$ cat config.mk
export PLATFORM = sky130hd
export DESIGN_NAME = ram_arbiter
export DESIGN_NICKNAME = d
export VERILOG_FILES = /design/src/rtl/ram_arbiter.sv
export SDC_FILE = /design/constraint.sdc
export NUM_CORES = 1
export LEC_CHECK = 0
export ABC_AREA = 1
export BUFFER_PORTS_ARGS = -buffer_cell sky130_fd_sc_hd__buf_2
export CORE_UTILIZATION = 48
export CTS_CLUSTER_SIZE = 8
export DETAILED_ROUTE_END_ITERATION = 10
export GPL_TIMING_DRIVEN = 1
export MAX_ROUTING_LAYER = met4
export PLACE_DENSITY = 0.82
export SLEW_MARGIN = 30
export SYNTH_ARGS = -nofsm -noshare
export SYNTH_HDL_FRONTEND = slang
export SYNTH_SLANG_ARGS = --single-unit
$ cat constraint.sdc
create_clock -name CLK -period 4.8 [get_ports CLK]
set_clock_uncertainty 0.15 [all_clocks]
set_input_delay 0.72 -clock CLK [delete_from_list [all_inputs] [get_ports CLK]]
set_output_delay 0.72 -clock CLK [all_outputs]
set_load 0.005 [all_outputs]
$ cat src/rtl/ram_arbiter.sv
// ram_arbiter: round-robin arbiter between two requesters sharing one
// single-port, full-word-write, async-read data RAM. Partial stores are
// turned into read-modify-write sequences.
module ram_arbiter #(
  parameter int depth = 1024,
  localparam int AW = $clog2(depth)
) (
  input  logic          CLK,
  input  logic          RESET,
  input  logic          p0_req,
  input  logic          p0_we,
  input  logic [AW-1:0] p0_addr,
  input  logic [31:0]   p0_wdata,
  input  logic [3:0]    p0_be,
  output logic          p0_gnt,
  output logic          p0_ack,
  output logic [31:0]   p0_rdata,
  input  logic          p1_req,
  input  logic          p1_we,
  input  logic [AW-1:0] p1_addr,
  input  logic [31:0]   p1_wdata,
  input  logic [3:0]    p1_be,
  output logic          p1_gnt,
  output logic          p1_ack,
  output logic [31:0]   p1_rdata,
  output logic          MemWrite,
  output logic          MemRead,
  output logic [AW-1:0] address,
  output logic [31:0]   write_data,
  input  logic [31:0]   read_data
);

  typedef enum logic [1:0] {IDLE, READ, MERGE, WRITE} state_t;

  state_t        state;
  logic          rr_last;
  logic          port_q;
  logic [AW-1:0] addr_q;
  logic [31:0]   wdata_q;
  logic [3:0]    be_q;
  logic [31:0]   rdata_q;

  logic          sel_we;
  logic [AW-1:0] sel_addr;
  logic [31:0]   sel_wdata;
  logic [3:0]    sel_be;

  // Grant only from IDLE and never while reset is held; ties go to the
  // port that was not granted last.
  always_comb begin
    p0_gnt = 1'b0;
    p1_gnt = 1'b0;
    if (!RESET && state == IDLE) begin
      p0_gnt = p0_req && (!p1_req || rr_last);
      p1_gnt = p1_req && (!p0_req || !rr_last);
    end
  end

  // Request fields of whichever port is being granted this cycle.
  always_comb begin
    sel_we    = p1_gnt ? p1_we    : p0_we;
    sel_addr  = p1_gnt ? p1_addr  : p0_addr;
    sel_wdata = p1_gnt ? p1_wdata : p0_wdata;
    sel_be    = p1_gnt ? p1_be    : p0_be;
  end

  // RAM pins: strobes only in active states and forced low under reset.
  always_comb begin
    MemRead    = !RESET && (state == READ || state == MERGE);
    MemWrite   = !RESET && (state == WRITE) && (|be_q);
    address    = addr_q;
    write_data = wdata_q;
  end

  assign p0_rdata = rdata_q;
  assign p1_rdata = rdata_q;

  // Access sequencer: latch on grant, then read, merge and/or write.
  always_ff @(posedge CLK) begin
    if (RESET) begin
      state   <= IDLE;
      rr_last <= 1'b1;
      port_q  <= 1'b0;
      addr_q  <= '0;
      wdata_q <= '0;
      be_q    <= '0;
      rdata_q <= '0;
      p0_ack  <= 1'b0;
      p1_ack  <= 1'b0;
    end else begin
      p0_ack <= 1'b0;
      p1_ack <= 1'b0;
      unique case (state)
        IDLE: begin
          if (p0_gnt || p1_gnt) begin
            port_q  <= p1_gnt;
            rr_last <= p1_gnt;
            addr_q  <= sel_addr;
            wdata_q <= sel_wdata;
            be_q    <= sel_be;
            if (!sel_we)
              state <= READ;
            else if (sel_be == 4'b1111 || sel_be == 4'b0000)
              state <= WRITE;
            else
              state <= MERGE;
          end
        end
        READ: begin
          rdata_q <= read_data;
          p0_ack  <= !port_q;
          p1_ack  <= port_q;
          state   <= IDLE;
        end
        MERGE: begin
          for (int unsigned i = 0; i < 4; i++) begin
            if (!be_q[i])
              wdata_q[8*i +: 8] <= read_data[8*i +: 8];
          end
          be_q  <= '1;
          state <= WRITE;
        end
        WRITE: begin
          p0_ack <= !port_q;
          p1_ack <= port_q;
          state  <= IDLE;
        end
        default: state <= IDLE;
      endcase
    end
  end

endmodule

==> impl_metrics.env <==
export IMPL_status="finished, final reports clean"
export IMPL_most_common_layout_cells="buf_2 (241), nand2_1 (162), nor2_1 (110)"
export IMPL_cts_hold_buf=0
export IMPL_setup_viol=0
export IMPL_drtPass1Iterations=5
export IMPL_grt_max_degree=68
export IMPL_wl_per_cell_um=14.1
export IMPL_grt_pass1_wl_um=19500
export IMPL_clock_latency_ps=360
export IMPL_num_vias=4835
export IMPL_end_kind="output pin"
export IMPL_num_nets_final=944
export IMPL_synth_cells=623
export IMPL_ios=242
export IMPL_synth_area_per_cell_sq_um=6.76
export IMPL_yosysUniqueCellTypes=27
export IMPL_whs_ps=278
export IMPL_clk_pin_slew_worst_paths_ps=90
export IMPL_crit_type="in2out"
export IMPL_clkSinkCount=84
export IMPL_relSlewSlack_pct=40.0
export IMPL_syn_area_sq_um=4210
export IMPL_wl_um=13000
export IMPL_maxSlewViolCount=0
export IMPL_place_area_sq_um=5180
export IMPL_finalInstanceArea_sq_um=5420
export IMPL_viasPerCell=5.26
export IMPL_period_share_pct=63.7
export IMPL_yosysSeqAreaShare_pct=39.9
export IMPL_gp_congestion=0.907
export IMPL_final_common_cell="buf_2"
export IMPL_start_kind="input port"
export IMPL_die_h_um=95.7
export IMPL_ys_warn_count=0
export IMPL_cp_max_fo=52
export IMPL_cts_buffers=9
export IMPL_ant_nets=0
export IMPL_portBuffers=241
export IMPL_fin_setup_tns_ps=0
export IMPL_ir_drop_v=0.000239
export IMPL_drc=0
export IMPL_power_leakage_nw=3.00
export IMPL_initial_core_util_pct=50.5
export IMPL_grt_pass1_vias=4325
export IMPL_grt_antenna_before_repair=0
export IMPL_fillers=802
export IMPL_worst_pin_slew_ps=894
export IMPL_cts_setup_buffers=0
export IMPL_final_hold_violation_count=0
export IMPL_synth_seq_cells=84
export IMPL_grt_ovfl_total=0
export IMPL_cp_required_ps=3930
export IMPL_arrival_ps=2190
export IMPL_area_delta_synth_final_pct=28.6
export IMPL_syn_nets=757
export IMPL_hpwlAfterDp_um=9540
export IMPL_cts_root_buf="clkbuf_8"
export IMPL_fp_dieArea_sq_um=9150
export IMPL_rows=33
export IMPL_grt_use_total_pct=28.4
export IMPL_rsz0062_at_grt="no"
export IMPL_cts_resized=0
export IMPL_drtIter0Drc=216
export IMPL_cts_tree="yes"
export IMPL_power_density_nw_per_um2=447
export IMPL_dieWidth_um=95.7
export IMPL_fmax_mhz=327
export IMPL_core_area_sq_um=8340
export IMPL_antenna_cells=0
export IMPL_htreeDepth=3
export IMPL_cts_path_max_buffers=2
export IMPL_maxCapViolCount=0
export IMPL_hold_path_class="reg2reg"
export IMPL_power_mw=2.42
export IMPL_min_period_ps=3060
export IMPL_drive_gt1_share_pct=34.2
worst paths after layout:
path / from / to / slack (ps) / cells past startpoint
setup / recovery: RESET / p1_gnt / 1740 / 5
setup reg to reg: state[0]$_SDFFE_PP0P_ / write_data[9]$_SDFFE_PP0P_ / 1990 / 10
hold reg to reg: port_q$_SDFFE_PP0P_ / p0_ack$_SDFF_PP0_ / 280 / 1
hold / removal: port_q$_SDFFE_PP0P_ / p0_ack$_SDFF_PP0_ / 280 / 1
metal layers:
metal / up-vias / share of wire, % / GRT usage, %
met4: 0 / 2.8 / 12.1
met3: 33 / 6.7 / 4.55
met1: 2216 / 41 / 31.2
li1: 2350 / - / -
met2: 236 / 50 / 50.7
met5: - / 0 / -
final cells by class:
type	count	area [sq um]	area share, %
sequential	84	1680	31.0
multi-input combinational	428	1980	36.6
tap	105	131	2.42
inverter	44	171	3.16
timing repair buffer	243	1220	22.5
clock buffer	9	124	2.29
clock inverter	7	106	1.96
critical path: stages:
cell and delay [ps]:
buf_2 120, inv_4 360, nand2_2 180, nor2_4 550, buf_2 230
flip-flops by register name, summed over array words and instances, names as in the netlist:
register / count
address: 10
state: 2
write_data: 32
rr_last: 1
p1_ack: 1
be_q: 4
p0_rdata: 32
p0_ack: 1
port_q: 1
cells by family (layout without fill, tap and decap cells):
| kind of cell | count (synthesis) | in the layout | share of synthesized area [%] |
|---|---|---|---|
| AND/OR/NAND/NOR | 297 | 297 | 27.6 |
| AO/OA/AOI/OAI | 127 | 127 | 17.9 |
| buffers and inverters | 111 | 303 | 13.4 |
| flip-flops | 84 | 84 | 39.9 |
| adder cells (fa/ha/maj) | 4 | 4 | 1.19 |
where the power goes:
part / internal, mW / switching (mW)
Clock: 0.302 / 0.285
Sequential: 0.854 / 0.0960
Combinational: 0.352 / 0.532
Total: 1.51 / 0.912
metrics by stage:
stage / worst slack, ps / std cells / utilization, %
2_1_floorplan: 2390 / 623 / -
4_1_cts: 1770 / 920 / 64.9
3_5_place_dp: 1660 / 904 / 62.1
5_1_grt: 1640 / 920 / 65.0
6_report: 1740 / 920 / 65.0
3_3_place_gp: 1730 / 904 / 62.1
Yosys cell counts (all sizes together):
library cell	number	area share, %
a21oi	27	3.2
ha	4	1.2
o31ai	1	0.18
dfxtp	84	40
nand3	19	2.3
o21ai	53	6.9
buf	46	7.5
a41oi	1	0.21
nand2	164	15
a221oi	4	0.83
a31oi	26	3.9
nor2	113	10
inv	44	4.0
o21bai	1	0.18
nand4	1	0.15
o211ai	14	2.5
clkbuf	21	1.9
Power figures use the tool's default switching activity.
